===== src/rtl/alu_slice_sequencer.sv =====
// alu_slice_sequencer: runs W-bit add/subtract operations (W = N*SLICES) on an
// external combinational N-bit adder, one slice per clock, LSB slice first.
// It keeps a persistent carry flag so ADC/SBB can chain into wider arithmetic.
// Optional feature macro: ALU_SEQ_FLAGS_EN adds the out_zero and out_ovf outputs.
module alu_slice_sequencer #(
    parameter int N      = 4,
    parameter int SLICES = 4,
    localparam int W     = N * SLICES
) (
    input  logic         clk,
    input  logic         rst_n,
    input  logic         in_valid,
    output logic         in_ready,
    input  logic [1:0]   in_op,
    input  logic [W-1:0] in_a,
    input  logic [W-1:0] in_b,
    output logic [N-1:0] slice_a,
    output logic [N-1:0] slice_b,
    output logic         slice_cin,
    output logic [1:0]   slice_ctrl,
    input  logic [N-1:0] slice_sum,
    input  logic         slice_cout,
    output logic         out_valid,
    input  logic         out_ready,
    output logic [W-1:0] out_result,
    output logic         out_carry,
`ifdef ALU_SEQ_FLAGS_EN
    output logic         out_zero,
    output logic         out_ovf,
`endif
    output logic         busy
);

    localparam int IDX_W = (SLICES > 1) ? $clog2(SLICES) : 1;
    localparam logic [IDX_W-1:0] LAST_IDX = IDX_W'(SLICES - 1);

    typedef enum logic [1:0] {IDLE, RUN, DONE} state_t;

    state_t         state;
    logic [IDX_W-1:0] idx;
    logic [W-1:0]   a_r;
    logic [W-1:0]   b_r;
    logic [1:0]     op_r;
    logic           chain_c;
    logic           carry_flag;
    logic [W-1:0]   res_nxt;
    logic           accept;

    assign accept = in_valid && in_ready;

    // Drive the adder from the latched operands during RUN; park it at zero otherwise.
    always_comb begin
        slice_a    = '0;
        slice_b    = '0;
        slice_cin  = 1'b0;
        slice_ctrl = 2'b00;
        if (state == RUN) begin
            slice_a    = a_r[idx*N +: N];
            slice_b    = b_r[idx*N +: N];
            slice_ctrl = {1'b0, op_r[0]};
            if (idx == '0) begin
                case (op_r)
                    2'b00:   slice_cin = 1'b0;
                    2'b01:   slice_cin = 1'b1;
                    default: slice_cin = carry_flag;
                endcase
            end else begin
                slice_cin = chain_c;
            end
        end
    end

    // Result as it will look after the current slice sum is written in.
    always_comb begin
        res_nxt = out_result;
        res_nxt[idx*N +: N] = slice_sum;
    end

    // Operand capture and inter-slice carry; pure data, no reset needed.
    always_ff @(posedge clk) begin
        if (accept) begin
            a_r  <= in_a;
            b_r  <= in_b;
            op_r <= in_op;
        end
        if (state == RUN) begin
            chain_c <= slice_cout;
        end
    end

    // Control FSM with registered handshake, status and result outputs.
    always_ff @(posedge clk) begin
        if (!rst_n) begin
            state      <= IDLE;
            idx        <= '0;
            carry_flag <= 1'b0;
            out_valid  <= 1'b0;
            out_result <= '0;
            out_carry  <= 1'b0;
            busy       <= 1'b0;
            in_ready   <= 1'b1;
`ifdef ALU_SEQ_FLAGS_EN
            out_zero   <= 1'b0;
            out_ovf    <= 1'b0;
`endif
        end else begin
            case (state)
                IDLE: begin
                    if (accept) begin
                        state    <= RUN;
                        idx      <= '0;
                        in_ready <= 1'b0;
                        busy     <= 1'b1;
                    end
                end
                RUN: begin
                    out_result <= res_nxt;
                    if (idx == LAST_IDX) begin
                        state      <= DONE;
                        out_valid  <= 1'b1;
                        out_carry  <= slice_cout;
                        carry_flag <= slice_cout;
`ifdef ALU_SEQ_FLAGS_EN
                        out_zero   <= (res_nxt == '0);
                        // Overflow when both addends share a sign the result does not.
                        out_ovf    <= (a_r[W-1] == (b_r[W-1] ^ op_r[0])) &&
                                      (slice_sum[N-1] != a_r[W-1]);
`endif
                    end else begin
                        idx <= idx + 1'b1;
                    end
                end
                DONE: begin
                    if (out_ready) begin
                        state     <= IDLE;
                        out_valid <= 1'b0;
                        busy      <= 1'b0;
                        in_ready  <= 1'b1;
                    end
                end
                default: state <= IDLE;
            endcase
        end
    end

endmodule


===== config.mk =====
export PLATFORM = sky130hd
export DESIGN_NAME = alu_slice_sequencer
export DESIGN_NICKNAME = d
export VERILOG_FILES = /design/src/rtl/alu_slice_sequencer.sv
export SDC_FILE = /design/constraint.sdc
export NUM_CORES = 1
export LEC_CHECK = 0
export CAP_MARGIN = 10
export CORE_MARGIN = 2
export CORE_UTILIZATION = 45
export DETAILED_ROUTE_END_ITERATION = 12
export GPL_TIMING_DRIVEN = 0
export PLACE_DENSITY = 0.77
export SYNTH_ARGS = -nofsm -noshare
export SYNTH_HDL_FRONTEND = slang
export SYNTH_SLANG_ARGS = --single-unit

===== constraint.sdc =====
create_clock -name clk -period 3.5 [get_ports clk]
set_input_delay 0.7 -clock clk [delete_from_list [all_inputs] [get_ports clk]]
set_output_delay 0.7 -clock clk [all_outputs]
set_load 0.02 [all_outputs]

Yosys cells after proc, flatten, opt, wreduce, memory -nomap -nowiden
Cells that the tools add are included.
W data, S select, Z words.
{"block": "op_classes", "n_bitwise": 0, "reduce_logical": 12, "shifts": 4, "div": 0, "order_cmp": 0, "add_sub_neg": 2, "mux": 22, "mul": 0, "eq_ne": 8}
{"operator": "$neg A4 Y34", "n": 1}
{"operator": "$shift A4 B34 Y16 const A", "n": 1}
{"operator": "$shiftx A4 B34 Y16", "n": 1}
{"operator": "$shiftx A16 B5 Y4", "n": 2}
{"operator": "$bwmux W16", "n": 1}
{"operator": "$reduce_and A3 Y1", "n": 4}
{"operator": "$mux W2", "n": 5}
{"operator": "$mux W1", "n": 8}
{"operator": "$mux W4", "n": 2}
{"operator": "$pmux W1 S2", "n": 4}
{"operator": "$logic_not A2 Y1", "n": 3}
{"operator": "$ne A2 B2 Y1 const B", "n": 3}
{"operator": "$pmux W2 S3", "n": 1}
{"operator": "$reduce_bool A2 Y1", "n": 3}
{"operator": "$eq A2 B1 Y1 const B", "n": 2}
{"operator": "$eq A2 B2 Y1 const B", "n": 2}
{"operator": "$pmux W2 S2", "n": 1}
{"operator": "$add A2 B1 Y2 const B", "n": 1}
{"operator": "$ne A2 B1 Y1 const B", "n": 1}
{"operator": "$reduce_and A2 Y1", "n": 1}
{"operator": "$logic_and A1 B1 Y1", "n": 1}
{"block": "word_totals", "rom_bits": 0, "ff_bits": 59, "inputBits": 43, "latch_bits": 0, "ram_bits": 0, "n_memories": 0, "word_cells": 59}

Longest topological paths before layout
{"block": "logic_depth", "depth_word": 4, "ltp_mapped": 8, "depth_no_buf": 5}

Worst setup path after synthesis
Ideal clock, no wire load.
{"block": "synth_path", "kind": "register to output", "start": "register idx[0]", "end": "output slice_a[0]", "required_ps": 2800, "slack_ps": 1488, "arrival_ps": 1312, "stages_incl_launch_ff": 5, "n_path_buf": 2, "cell_sequence": "dfxtp_1 > buf_6 > buf_8 > mux4_2 > and2_1"}
{"block": "synth_via", "elab_chain_cells": 2}
{"element": "start, declared", "line_no": "40", "rtl": "logic [IDX_W-1:0] idx;"}
{"element": "start signal, assigned", "line_no": "130", "rtl": "idx <= idx + 1'b1;"}
{"element": "$shiftx A16 B5 Y4", "line_no": "58", "rtl": "slice_a = a_r[idx*N +: N];"}
{"element": "$mux W4", "line_no": "57", "rtl": "if (state == RUN) begin"}
{"element": "end, declared", "line_no": "17", "rtl": "output logic [N-1:0] slice_a,"}
No other way between the ends.

Final worst setup path
{"block": "layout_path", "start": "register idx[1]", "end": "output slice_cin"}
{"block": "layout_via", "elab_chain_cells": 3}
{"element": "$logic_not A2 Y1", "line_no": "61", "rtl": "if (idx == '0) begin"}
{"element": "$mux W1", "line_no": "61"}
{"element": "$mux W1", "line_no": "57"}
{"element": "end, declared", "line_no": "19", "rtl": "output logic slice_cin,"}
No other way between the ends.

==> impl_metrics.env <==
export IMPL_outcome="completed"
export IMPL_synth_ff_type="sky130_fd_sc_hd__edfxtp_1"
export IMPL_layout_filler_cells=416
export IMPL_slew_limit_headroom=0.503
export IMPL_first_global_vias=1776
export IMPL_drt_pass1_iterations=4
export IMPL_power_static_leakage_nw=1.20
export IMPL_asyncSetResetFlopFracSynth=0
export IMPL_mappedNetlistArea_mm2=0.00240
export IMPL_finalNetCount=314
export IMPL_count_of_mapped_cells_out_of_synthesis=182
export IMPL_globalplace_congestion=0.849
export IMPL_cts_clk_slew_worst_paths_ns=0.06
export IMPL_slew_viol_final=0
export IMPL_r2r_worst_path_cells=6
export IMPL_achievable_frequency_mhz=320
export IMPL_min_to="out_result[14]$_SDFFE_PN0P_"
export IMPL_top_post_synthesis_cells_by_area="sky130_fd_sc_hd__edfxtp_1 (44%), sky130_fd_sc_hd__dfxtp_1 (20%), sky130_fd_sc_hd__mux4_2 (4.7%)"
export IMPL_synth_fp_nets=230
export IMPL_fp_row_count=26
export IMPL_use_met1=0.218
export IMPL_hp_start="out_result[14]$_SDFFE_PN0P_"
export IMPL_cp_buffers_inverters=3
export IMPL_design_power_total_mw=1.53
export IMPL_synth_edf_count=35
export IMPL_layout_area_overhead_vs_synth_pct=41.8
export IMPL_worst_path_max_fanout=10
export IMPL_cts_tree="yes"
export IMPL_worstMarginPinSlew_ns=0.745
export IMPL_post_synth_cell_area_avg_um2=13.2
export IMPL_holdBufCountCts=0
export IMPL_antenna_cells=0
export IMPL_netlist_area_leader_share=0.437
export IMPL_routed_via_density=5.01
export IMPL_fin_worst_hold_slack_ns=0.466
export IMPL_grt_max_degree=21
export IMPL_portBuffers=72
export IMPL_fin_setup_tns_ns=0
export IMPL_post_cts_setup_buffer_count=0
export IMPL_global_route_overflow_total=0
export IMPL_worstHoldPathCells=2
export IMPL_grt_util_all_layers=0.188
export IMPL_cts_root_to_sink_buffers=2
export IMPL_clock_sinks=59
export IMPL_ir_drop_v=0.000294
export IMPL_use_met3=0.0541
export IMPL_cell_type_with_the_highest_aggregate_area_in_the_netlist="sky130_fd_sc_hd__edfxtp_1"
export IMPL_fin_skew_ns=0.00493
export IMPL_drcViolationCount=0
export IMPL_met2_usage=0.322
export IMPL_grt_antenna_before_repair=0
export IMPL_crit_path_cell_trace="clkbuf_1, inv_1, ha_1, nand2_1, o211a_1, clkdlybuf4s50_1"
export IMPL_synth_lib_cells_used_distinct=33
export IMPL_detailroute_via_count=1710
export IMPL_fp_dieW_um=77.1
export IMPL_hpwl_um=3730
export IMPL_start_util=0.468
export IMPL_worst_path_dominant_cell_family="buffers and inverters"
export IMPL_max_stage_delay_ns=0.60
export IMPL_final_routed_wire_length_divided_by_cell_count_um=14.5
export IMPL_crit_path_end_kind="primary output"
export IMPL_min_period_ns=3.13
export IMPL_regToRegEndpoint="idx[1]$_SDFFE_PN0P_"
export IMPL_top_level_ports=74
export IMPL_maxCapViolCount=0
export IMPL_arrival_ns=2.43
export IMPL_cts_inserted_buffers=9
export IMPL_core_area_mm2=0.00514
export IMPL_nature_of_the_critical_path_startpoint="flop"
export IMPL_chipHeight_um=77.1
export IMPL_class_of_the_most_critical_hold_timing_path="flop to flop"
export IMPL_critical_path_slowest_cell="sky130_fd_sc_hd__clkdlybuf4s50_1"
export IMPL_htree_num_levels=3
export IMPL_clock_root_buffer="sky130_fd_sc_hd__clkbuf_8"
export IMPL_wire_length_of_the_first_global_routing_pass_um=8510
export IMPL_final_period_utilization=0.894
export IMPL_route_antenna_remaining_nets=0
export IMPL_drt_first_iter_violations=106
export IMPL_wirelength_um=4950
export IMPL_report_final_hold_viol_count=0
export IMPL_worst_skew_pair_late_latency_ns=0.33
export IMPL_die_area_mm2=0.00594
export IMPL_critPathRequiredTime_ns=2.80
export IMPL_setup_violations=0
export IMPL_grt_most_used_layer="met2"
export IMPL_synth_seq_area_share=0.637
export IMPL_synth_yosys_warnings=0
export IMPL_reg2reg_setup_slack_ns=1.39
export IMPL_rsz0062_at_grt="no"
export IMPL_worst_r2r_startpoint="idx[1]$_SDFFE_PN0P_"
export IMPL_cellPowerDensity_mw_per_mm2=448
export IMPL_final_layout_size_suffix_gt1_frac=0.0886
export IMPL_synth_ff_latch_count=59
export IMPL_crit_type="flop to primary output"
export IMPL_cts_repair_resize_count=0
==> worst max-delay path by stage <==
stage	from	end	slack, ns	depth (start not counted)
floorplan	idx[0]$_SDFFE_PN0P_	slice_a[0]	1.49	4
global placement	in_valid	a_r[10]$_DFFE_PP_	0.72	2
detailed placement	idx[1]$_SDFFE_PN0P_	slice_cin	0.70	6
CTS	idx[1]$_SDFFE_PN0P_	slice_cin	0.33	6
global route	idx[1]$_SDFFE_PN0P_	slice_cin	0.24	6
finish	idx[1]$_SDFFE_PN0P_	slice_cin	0.37	6
==> where the power goes <==
group          internal [mW]  switching, mW  total, mW
registers              0.775         0.0129      0.788
logic                  0.111         0.0867      0.198
clock network          0.298          0.245      0.542
total                   1.18          0.344       1.53
==> routing by layer <==
layer | part of all wire | wire length, µm
met1 | 0.41 | 2020
met2 | 0.52 | 2580
met3 | 0.058 | 285
met4 | 0.015 | 74
met5 | 0 | 0
==> cells in the mapped netlist (2+ instances only) <==
library cell,count
sky130_fd_sc_hd__edfxtp_1,35
sky130_fd_sc_hd__nand2_1,28
sky130_fd_sc_hd__dfxtp_1,24
sky130_fd_sc_hd__o22ai_1,17
sky130_fd_sc_hd__and2_1,11
sky130_fd_sc_hd__ha_1,5
sky130_fd_sc_hd__mux4_2,5
sky130_fd_sc_hd__nor2_1,5
sky130_fd_sc_hd__and3b_1,4
sky130_fd_sc_hd__buf_2,4
sky130_fd_sc_hd__clkbuf_1,4
sky130_fd_sc_hd__nor2b_1,4
sky130_fd_sc_hd__o21ai_0,4
sky130_fd_sc_hd__a21oi_1,3
sky130_fd_sc_hd__inv_1,3
sky130_fd_sc_hd__mux4_1,3
sky130_fd_sc_hd__nand4_1,3
sky130_fd_sc_hd__a21boi_0,2
sky130_fd_sc_hd__mux2i_1,2
sky130_fd_sc_hd__nand2b_1,2
sky130_fd_sc_hd__o21a_1,2
==> worst register-to-register path: cells and delay by family, from the launching register on <==
family                   cells  cell delay (ns)
flip-flops                   1             0.35
buffers and inverters        2             0.65
AND/OR/NAND/NOR              1             0.39
adder cells (fa/ha/maj)      1             0.39
AO/OA/AOI/OAI                2             0.27
==> kinds of logic (layout without fill, tap and decap cells) <==
logic type / after synthesis / after routing / share of synthesized area
flops: 59 / 59 / 0.637
compound gates: 30 / 30 / 0.0791
other cells: 1 / 1 / 0.00156
simple gates: 62 / 62 / 0.134
mux: 10 / 10 / 0.0879
buf+inv: 15 / 104 / 0.0349
fa+ha+maj: 5 / 5 / 0.0260
==> stage by stage <==
| step | worst slack, ns | cell area (µm²) | utilization | std cells |
|---|---|---|---|---|
| detailed placement | 0.695 | 3240 | 0.630 | 325 |
| CTS | 0.334 | 3410 | 0.664 | 341 |
| global route | 0.235 | 3410 | 0.664 | 341 |
| finish | 0.372 | 3410 | 0.664 | 341 |
| floorplan | 1.49 | 2400 | - | 182 |
| global placement | 0.725 | 3210 | 0.625 | 324 |
==> cell type report <==
type,count,area [µm²],share of cell area
Clock buffer,16,170,0.0499
Tap cell,70,87.6,0.0257
Multi-Input combinational cell,108,790,0.231
Sequential cell,59,1530,0.449
Buffer,12,72.6,0.0213
Inverter,3,11.3,0.00330
Timing Repair Buffer,73,748,0.219
==> state kept, by name (all words and copies together) (netlist names) <==
signal      cells
idx             2
state           2
op_r            2
in_ready        1
carry_flag      1
chain_c         1
out_valid       1
out_result     16
a_r            16
b_r            16
busy            1
==> cell usage in the layout (no fill, tap or decap), types with 5 or more instances in the layout <==
cell and count:
sky130_fd_sc_hd__o22ai_1 17, sky130_fd_sc_hd__and2_1 11, sky130_fd_sc_hd__dfxtp_1 24, sky130_fd_sc_hd__clkbuf_1 9
sky130_fd_sc_hd__clkbuf_8 11, sky130_fd_sc_hd__clkdlybuf4s50_1 72, sky130_fd_sc_hd__nand2_1 28, sky130_fd_sc_hd__ha_1 5
sky130_fd_sc_hd__mux4_2 5, sky130_fd_sc_hd__nor2_1 5, sky130_fd_sc_hd__edfxtp_1 35
Note: power is estimated with default switching activity, not from simulation.
